===== config.mk =====
export PLATFORM = sky130hd
export DESIGN_NAME = dds_key_ctrl_flat
export DESIGN_NICKNAME = d
export VERILOG_FILES = /design/src/rtl/dds_pkg.sv /design/src/rtl/dds_key_ctrl_if.sv /design/src/rtl/dds_key_ctrl_key_repeat.sv /design/src/rtl/dds_key_ctrl.sv /design/src/flat_wrapper.sv
export SDC_FILE = /design/constraint.sdc
export NUM_CORES = 1
export LEC_CHECK = 0
export ABC_CLOCK_PERIOD_IN_PS = 12600
export CORE_ASPECT_RATIO = 2
export CORE_MARGIN = 3
export CORE_UTILIZATION = 37
export DETAILED_ROUTE_END_ITERATION = 10
export HOLD_SLACK_MARGIN = 0.03
export PLACE_DENSITY = 0.52
export SLEW_MARGIN = 30
export SYNTH_ARGS = -nofsm -noshare
export SYNTH_HDL_FRONTEND = slang
export SYNTH_SLANG_ARGS = --single-unit

===== constraint.sdc =====
create_clock -name clk -period 12.6 [get_ports clk]
set_clock_uncertainty 0.15 [all_clocks]
set_input_delay 1.26 -clock clk [delete_from_list [all_inputs] [get_ports clk]]
set_output_delay 1.26 -clock clk [all_outputs]
set_load 0.03 [all_outputs]

===== src/rtl/dds_pkg.sv =====
// Shared encodings and helpers for the DDS front-panel key controller.
package dds_pkg;

    typedef enum logic [1:0] {
        FIELD_FREQ = 2'd0,
        FIELD_WAVE = 2'd1,
        FIELD_AMP  = 2'd2
    } field_e;

    typedef enum logic [1:0] {
        WAVE_SINE   = 2'd0,
        WAVE_SQUARE = 2'd1,
        WAVE_TRI    = 2'd2,
        WAVE_SAW    = 2'd3
    } wave_e;

    typedef enum logic [1:0] {
        KEY_IDLE   = 2'd0,
        KEY_HOLD   = 2'd1,
        KEY_REPEAT = 2'd2
    } key_state_e;

    localparam int STEP_SHIFT = 4;

    function automatic field_e next_field(input field_e f);
        case (f)
            FIELD_FREQ: return FIELD_WAVE;
            FIELD_WAVE: return FIELD_AMP;
            default:    return FIELD_FREQ;
        endcase
    endfunction

endpackage


===== src/rtl/dds_key_ctrl_if.sv =====
// Key-pulse inputs and configuration outputs of the DDS front-panel controller.
interface dds_key_ctrl_if #(
    parameter int FW_W = 32
);
    logic            mode_pressed;
    logic            up_pressed;
    logic            up_released;
    logic            dn_pressed;
    logic            dn_released;
    logic            step_pressed;
    logic [FW_W-1:0] freq_word;
    logic [1:0]      wave_sel;
    logic [1:0]      amp_sel;
    logic [1:0]      edit_field;
    logic [1:0]      step_idx;
    logic            cfg_update;

    modport master (
        output mode_pressed, up_pressed, up_released, dn_pressed, dn_released, step_pressed,
        input  freq_word, wave_sel, amp_sel, edit_field, step_idx, cfg_update
    );

    modport slave (
        input  mode_pressed, up_pressed, up_released, dn_pressed, dn_released, step_pressed,
        output freq_word, wave_sel, amp_sel, edit_field, step_idx, cfg_update
    );
endinterface


===== src/rtl/dds_key_ctrl_key_repeat.sv =====
// Press-and-hold auto-repeat engine for one key: an immediate step on press,
// then one step after the hold delay and every repeat period until release.
module key_repeat
    import dds_pkg::*;
#(
    parameter int HOLD_CYCLES   = 500_000,
    parameter int REPEAT_CYCLES = 100_000
) (
    input  logic clk,
    input  logic rst_n,
    input  logic pressed,
    input  logic released,
    input  logic cancel,
    output logic tick,
    output logic active
);
    localparam int CNT_MAX = (HOLD_CYCLES > REPEAT_CYCLES) ? HOLD_CYCLES : REPEAT_CYCLES;
    localparam int CNT_W   = (CNT_MAX > 1) ? $clog2(CNT_MAX) : 1;
    localparam logic [CNT_W-1:0] HOLD_LAST   = CNT_W'(HOLD_CYCLES - 1);
    localparam logic [CNT_W-1:0] REPEAT_LAST = CNT_W'(REPEAT_CYCLES - 1);

    key_state_e       state;
    logic [CNT_W-1:0] cnt;

    // The tick is decoded from the current state so the owner's registers move
    // on the same edge that samples the key pulse.
    always_comb begin
        tick = 1'b0;
        case (state)
            KEY_IDLE:   tick = pressed && !cancel;
            KEY_HOLD:   tick = !released && !cancel && (cnt == HOLD_LAST);
            KEY_REPEAT: tick = !released && !cancel && (cnt == REPEAT_LAST);
            default:    tick = 1'b0;
        endcase
    end

    assign active = (state != KEY_IDLE);

    always_ff @(posedge clk or negedge rst_n) begin
        if (!rst_n) begin
            state <= KEY_IDLE;
            cnt   <= '0;
        end else begin
            case (state)
                KEY_IDLE: begin
                    if (pressed && !cancel) begin
                        state <= KEY_HOLD;
                        cnt   <= '0;
                    end
                end
                KEY_HOLD: begin
                    if (released || cancel) begin
                        state <= KEY_IDLE;
                        cnt   <= '0;
                    end else if (cnt == HOLD_LAST) begin
                        state <= KEY_REPEAT;
                        cnt   <= '0;
                    end else begin
                        cnt <= cnt + 1'b1;
                    end
                end
                KEY_REPEAT: begin
                    if (released || cancel) begin
                        state <= KEY_IDLE;
                        cnt   <= '0;
                    end else if (cnt == REPEAT_LAST) begin
                        cnt <= '0;
                    end else begin
                        cnt <= cnt + 1'b1;
                    end
                end
                default: begin
                    state <= KEY_IDLE;
                    cnt   <= '0;
                end
            endcase
        end
    end

endmodule


===== src/rtl/dds_key_ctrl.sv =====
// DDS front-panel controller: turns key pulses into frequency word, waveform
// and amplitude settings with saturating steps and an update strobe.
module dds_key_ctrl
    import dds_pkg::*;
#(
    parameter int              FW_W          = 32,
    parameter logic [FW_W-1:0] FW_MIN        = 32'd1,
    parameter logic [FW_W-1:0] FW_MAX        = 32'h7FFF_FFFF,
    parameter logic [FW_W-1:0] FW_DEFAULT    = 32'd4295,
    parameter int              HOLD_CYCLES   = 500_000,
    parameter int              REPEAT_CYCLES = 100_000
) (
    input logic           clk,
    input logic           rst_n,
    dds_key_ctrl_if.slave bus
);
    localparam logic [FW_W:0] ONE_W = {{FW_W{1'b0}}, 1'b1};
    localparam logic [FW_W:0] MIN_W = {1'b0, FW_MIN};
    localparam logic [FW_W:0] MAX_W = {1'b0, FW_MAX};

    logic [FW_W-1:0] freq_word;
    logic [1:0]      wave_sel;
    logic [1:0]      amp_sel;
    field_e          edit_field;
    logic [1:0]      step_idx;
    logic            cfg_update;

    logic up_tick, dn_tick, up_active, dn_active;

    // Each key is cancelled by the other key or MODE, and cannot start while the other is held.
    key_repeat #(.HOLD_CYCLES(HOLD_CYCLES), .REPEAT_CYCLES(REPEAT_CYCLES)) u_up (
        .clk      (clk),
        .rst_n    (rst_n),
        .pressed  (bus.up_pressed),
        .released (bus.up_released),
        .cancel   (bus.dn_pressed | bus.mode_pressed | dn_active),
        .tick     (up_tick),
        .active   (up_active)
    );

    key_repeat #(.HOLD_CYCLES(HOLD_CYCLES), .REPEAT_CYCLES(REPEAT_CYCLES)) u_dn (
        .clk      (clk),
        .rst_n    (rst_n),
        .pressed  (bus.dn_pressed),
        .released (bus.dn_released),
        .cancel   (bus.up_pressed | bus.mode_pressed | up_active),
        .tick     (dn_tick),
        .active   (dn_active)
    );

    logic [FW_W:0]   fw_step, fw_sum, fw_diff;
    logic [FW_W-1:0] fw_next;
    logic [1:0]      wave_next, amp_next;

    assign fw_step = ONE_W << (int'(step_idx) * STEP_SHIFT);
    assign fw_sum  = {1'b0, freq_word} + fw_step;
    assign fw_diff = {1'b0, freq_word} - fw_step;

    // One extra bit lets both directions detect overflow/borrow before clamping.
    always_comb begin
        fw_next   = freq_word;
        wave_next = wave_sel;
        amp_next  = amp_sel;
        if (up_tick) begin
            fw_next   = (fw_sum > MAX_W) ? FW_MAX : fw_sum[FW_W-1:0];
            wave_next = wave_sel + 2'd1;
            amp_next  = (amp_sel == 2'd3) ? amp_sel : amp_sel + 2'd1;
        end else if (dn_tick) begin
            fw_next   = (fw_diff[FW_W] || (fw_diff < MIN_W)) ? FW_MIN : fw_diff[FW_W-1:0];
            wave_next = wave_sel - 2'd1;
            amp_next  = (amp_sel == 2'd0) ? amp_sel : amp_sel - 2'd1;
        end
    end

    always_ff @(posedge clk or negedge rst_n) begin
        if (!rst_n) begin
            freq_word  <= FW_DEFAULT;
            wave_sel   <= WAVE_SINE;
            amp_sel    <= 2'd0;
            edit_field <= FIELD_FREQ;
            step_idx   <= 2'd0;
            cfg_update <= 1'b0;
        end else begin
            cfg_update <= 1'b0;
            if (bus.mode_pressed) edit_field <= next_field(edit_field);
            if (bus.step_pressed) step_idx <= step_idx + 2'd1;
            case (edit_field)
                FIELD_FREQ: if (fw_next != freq_word) begin
                    freq_word  <= fw_next;
                    cfg_update <= 1'b1;
                end
                FIELD_WAVE: if (wave_next != wave_sel) begin
                    wave_sel   <= wave_next;
                    cfg_update <= 1'b1;
                end
                FIELD_AMP: if (amp_next != amp_sel) begin
                    amp_sel    <= amp_next;
                    cfg_update <= 1'b1;
                end
                default: ;
            endcase
        end
    end

    assign bus.freq_word  = freq_word;
    assign bus.wave_sel   = wave_sel;
    assign bus.amp_sel    = amp_sel;
    assign bus.edit_field = edit_field;
    assign bus.step_idx   = step_idx;
    assign bus.cfg_update = cfg_update;

endmodule


===== src/flat_wrapper.sv =====
// flat-port wrapper written by rule: the top's interface ports become plain ports
module dds_key_ctrl_flat import dds_pkg::*;
#(
    parameter int              FW_W          = 32,
    parameter logic [FW_W-1:0] FW_MIN        = 32'd1,
    parameter logic [FW_W-1:0] FW_MAX        = 32'h7FFF_FFFF,
    parameter logic [FW_W-1:0] FW_DEFAULT    = 32'd4295,
    parameter int              HOLD_CYCLES   = 500_000,
    parameter int              REPEAT_CYCLES = 100_000
)
  (clk, rst_n, bus_mode_pressed, bus_up_pressed, bus_up_released, bus_dn_pressed, bus_dn_released, bus_step_pressed, bus_freq_word, bus_wave_sel, bus_amp_sel, bus_edit_field, bus_step_idx, bus_cfg_update);
  dds_key_ctrl_if #(.FW_W(FW_W)) bus_i ();
  input logic clk;
  input logic rst_n;
  input wire logic [$bits(bus_i.mode_pressed)-1:0] bus_mode_pressed;
  input wire logic [$bits(bus_i.up_pressed)-1:0] bus_up_pressed;
  input wire logic [$bits(bus_i.up_released)-1:0] bus_up_released;
  input wire logic [$bits(bus_i.dn_pressed)-1:0] bus_dn_pressed;
  input wire logic [$bits(bus_i.dn_released)-1:0] bus_dn_released;
  input wire logic [$bits(bus_i.step_pressed)-1:0] bus_step_pressed;
  output wire logic [$bits(bus_i.freq_word)-1:0] bus_freq_word;
  output wire logic [$bits(bus_i.wave_sel)-1:0] bus_wave_sel;
  output wire logic [$bits(bus_i.amp_sel)-1:0] bus_amp_sel;
  output wire logic [$bits(bus_i.edit_field)-1:0] bus_edit_field;
  output wire logic [$bits(bus_i.step_idx)-1:0] bus_step_idx;
  output wire logic [$bits(bus_i.cfg_update)-1:0] bus_cfg_update;
  assign bus_i.mode_pressed = bus_mode_pressed;
  assign bus_i.up_pressed = bus_up_pressed;
  assign bus_i.up_released = bus_up_released;
  assign bus_i.dn_pressed = bus_dn_pressed;
  assign bus_i.dn_released = bus_dn_released;
  assign bus_i.step_pressed = bus_step_pressed;
  assign bus_freq_word = bus_i.freq_word;
  assign bus_wave_sel = bus_i.wave_sel;
  assign bus_amp_sel = bus_i.amp_sel;
  assign bus_edit_field = bus_i.edit_field;
  assign bus_step_idx = bus_i.step_idx;
  assign bus_cfg_update = bus_i.cfg_update;
  dds_key_ctrl #(.FW_W(FW_W), .FW_MIN(FW_MIN), .FW_MAX(FW_MAX), .FW_DEFAULT(FW_DEFAULT), .HOLD_CYCLES(HOLD_CYCLES), .REPEAT_CYCLES(REPEAT_CYCLES)) u_core (.clk(clk), .rst_n(rst_n), .bus(bus_i));
endmodule

==> results.md <==
* Resize count post-CTS at 0
* Longest Clk Path Bufs at 2
* RSZ-0062 raised after global routing: false
* Setup Viol. Count Final at 0
* Placed instance count at 1377
* Clock insertion delay at the later pin of the skew report at 370 ps
* Setup repair bufs after CTS at 0
* Crit share post-route at 0.578
* Starting Density at 0.378
* Num ports at 49
* Main combinational cell family by area after synthesis: compound AO/OA/AOI/OAI gates
* Cell Area, Synth at 8370 sq um
* Share of cells above drive strength 1 at 0.0789
* Worst-Margin Slew at 1010 ps
* Final Max Slew Viols at 0
* Antenna cells at 0
* Reg2Reg Depth at 17
* Lkg Pwr at 0.00343 uW
* Max incr delay on CP at 850 ps
* Initial detailed-routing violation count at 1081
* Register Area at 2080 sq um
* Ys async rst share at 1.00
* Worst setup endpoint: u_core.bus.freq_word[8]
* Yosys cell types at 86
* Initial antenna violation count at 2
* Worst IR Drop VDD at 169 uV
* Crit path time final at 7280 ps
* Reg-to-reg startpoint: u_core.bus.step_idx[0]
* Finished Core Util at 0.423
* Final nets at 1144
* Post-Synthesis Cells at 1117
* R2r endpoint: u_core.bus.freq_word[8]
* Placer Congestion at 1.05
* Yosys top cell by area: dfrtp_1
* Warnings from Yosys at 0
* Vias in the first global route at 9660
* Global-route wire length before repair at 62000 um
* XOR/XNOR Fraction of Synth Area at 0.0387
* FF-to-FF setup slack at 5400 ps
* Setup WS post-layout at 5320 ps
* CP Cell Sequence: clkdlybuf4s50_1 > nor4b_1 > nand2_1 > a2111oi_0 > or2_2 > nand2_1 > a311oi_1 > a2111o_1 > o2111ai_1 > or4_4 > a2111oi_4 > buf_4 > a31oi_4 > mux2_2
* CP startpoint: bus_mode_pressed
* Die footprint at 24600 sq um
* Slew headroom at 0.320
* Residual DRC count at 0
* CTS tree: done
* Syn Nets at 1149
* Synthesis-to-layout area growth at 11.8%
* Synth Area in Compound Gates at 0.313
* Cell area after layout at 9370 sq um
* Ys flop type: dfrtp_1
* Floorplan row count at 77
* Status: finished clean
* Post-synth top area share at 0.230
* Post-Place Cell Area at 9040 sq um
* TritonCTS Buffers at 9
* CP max stage cell: a311oi_1
* DR vias at 9750
* Most frequent cells in the layout: nand2_1, o21ai_0, nor2_1
* Drt pass-1 iters at 6
* Adder-cell area share of the yosys netlist at 0.0359
* Max Fclk at 0.137 GHz
* EDFF count, synth at 0
* WL/cell at 30.0 um
* Drt via density at 7.00
* Simple-gate area share of the yosys netlist at 0.289
* Root buf cell: clkbuf_16
* Dpl ws at 5030 ps
* CP Capture Type: register
* Max Fanout on Critical Path at 26
* Cell Count, Final, Fillers Out at 1392
* Clk slew on worst S/H paths at 60 ps
* Largest net degree at the start of global routing at 59
* Mux cell area share after synthesis at 0.0158
* Worst Path Required at 12700 ps
* Hold buffer count at CTS at 0
* Synth Area per Inst at 7.50 sq um
* Max_cap viols at 0
* Multi-input gate area at 5840 sq um
* DRT Wirelength at 41800 um
* Data arrival time of the critical path at 7380 ps
* Total clock sinks at 83
* Die W at 112 um
* Fill count at 2358
* Core area at 22200 sq um
* Antenna Nets Post-Route at 0
* Worst min path class: reg2reg
* Flop and latch count out of synthesis at 83
* Total GRT Usage at 0.337
* Most common cell after layout, fill and taps aside: nand2_1
* Die Y at 219 um
* CP dominant cell by count: nand2_1
* Fin. Hold Viols at 0
* Grt ovf at 0
* H-tree depth at 3
* Largest cells by area after synthesis: dfrtp_1, o21ai_0, nand2_1, nor2_1, ha_1
* CP Class: in2reg
* Sequential area share after synthesis at 0.249
* Crit path launch type: input pin
* Port Buffers at 48
* Final HPWL DP at 30600 um
* Power per standard cell area at 236 nW/um^2
* Final setup TNS at 0 ps
synth_stat cells (7+ instances only):
cell,count
o22ai_1,11
buf_2,23
a221oi_1,8
nand3_1,47
xnor2_1,21
o2111ai_1,12
a2111oi_0,9
and2_1,9
a311oi_1,8
o221ai_1,7
dfrtp_1,77
clkbuf_1,51
nor3_1,22
nor2_1,97
nand4_1,27
nand2b_1,15
a21oi_1,56
nand2_1,124
or4_1,13
a31oi_1,30
a211oi_1,7
o211ai_1,11
or3_1,12
and4_1,7
nor4b_1,9
mux2_2,10
o21a_1,8
a2bb2oi_1,15
inv_1,33
nor4_1,19
xor2_1,16
ha_1,24
o31ai_1,8
o21ai_0,110
and3_1,24
buf_1,11
how the worst min path moves through the flow:
stage / slack, ps / depth (start not counted) / endpoint / from
finish: 330 / 1 / u_core.bus.wave_sel[1] / u_core.bus.wave_sel[1]
floorplan: 320 / 2 / u_core.u_dn.cnt[1] / u_core.u_dn.cnt[1]
detailed placement: 320 / 1 / u_core.bus.wave_sel[1] / u_core.bus.wave_sel[1]
CTS: 330 / 1 / u_core.bus.wave_sel[1] / u_core.bus.wave_sel[1]
global route: 360 / 1 / u_core.bus.wave_sel[1] / u_core.bus.wave_sel[1]
global placement: 310 / 1 / u_core.bus.wave_sel[1] / u_core.bus.wave_sel[1]
cells by family after synthesis:
kind of cell,count (synthesis)
AO/OA/AOI/OAI,375
XOR/XNOR,37
adder cells (fa/ha/maj),24
buffers and inverters,121
flip-flops,83
multiplexers,12
AND/OR/NAND/NOR,465
worst max-delay path, delay by kind of cell:
kind | cells | cell delay [ps]
AO/OA/AOI/OAI | 6 | 2290
buffers and inverters | 2 | 920
AND/OR/NAND/NOR | 5 | 2470
multiplexers | 1 | 420
through the flow:
stage,hold WS [ps],power [uW]
floorplan,318,1320
global route,362,2300
detailed placement,320,1860
finish,326,2210
global placement,313,1870
CTS,333,2160
layout make-up:
class	instances	area share
Clock buffer	10	0.0255
Clock inverter	5	0.00828
Inverter	33	0.0132
Multi-Input combinational cell	913	0.623
Sequential cell	83	0.223
Tap cell	276	0.0369
Timing Repair Buffer	72	0.0703
registers in the layout, indices dropped and copies added (netlist names):
name / count
u_core.u_dn.cnt: 19
u_core.bus.amp_sel: 2
u_core.bus.cfg_update: 1
u_core.bus.step_idx: 2
u_core.u_dn.state: 2
u_core.bus.wave_sel: 2
u_core.u_up.cnt: 19
u_core.bus.edit_field: 2
u_core.bus.freq_word: 32
u_core.u_up.state: 2
where the power goes:
part,internal (uW),switching [uW]
Clock,177,122
Combinational,450,988
Sequential,322,155
metal layers:
metal	part of all wire	vias up	GRT usage
met3	0.071	226	0.0538
met1	0.33	4681	0.357
met4	0.095	2	0.260
li1	-	4240	-
met5	0.00048	-	0
met2	0.50	601	0.589
(Power assumes the default switching activity.)
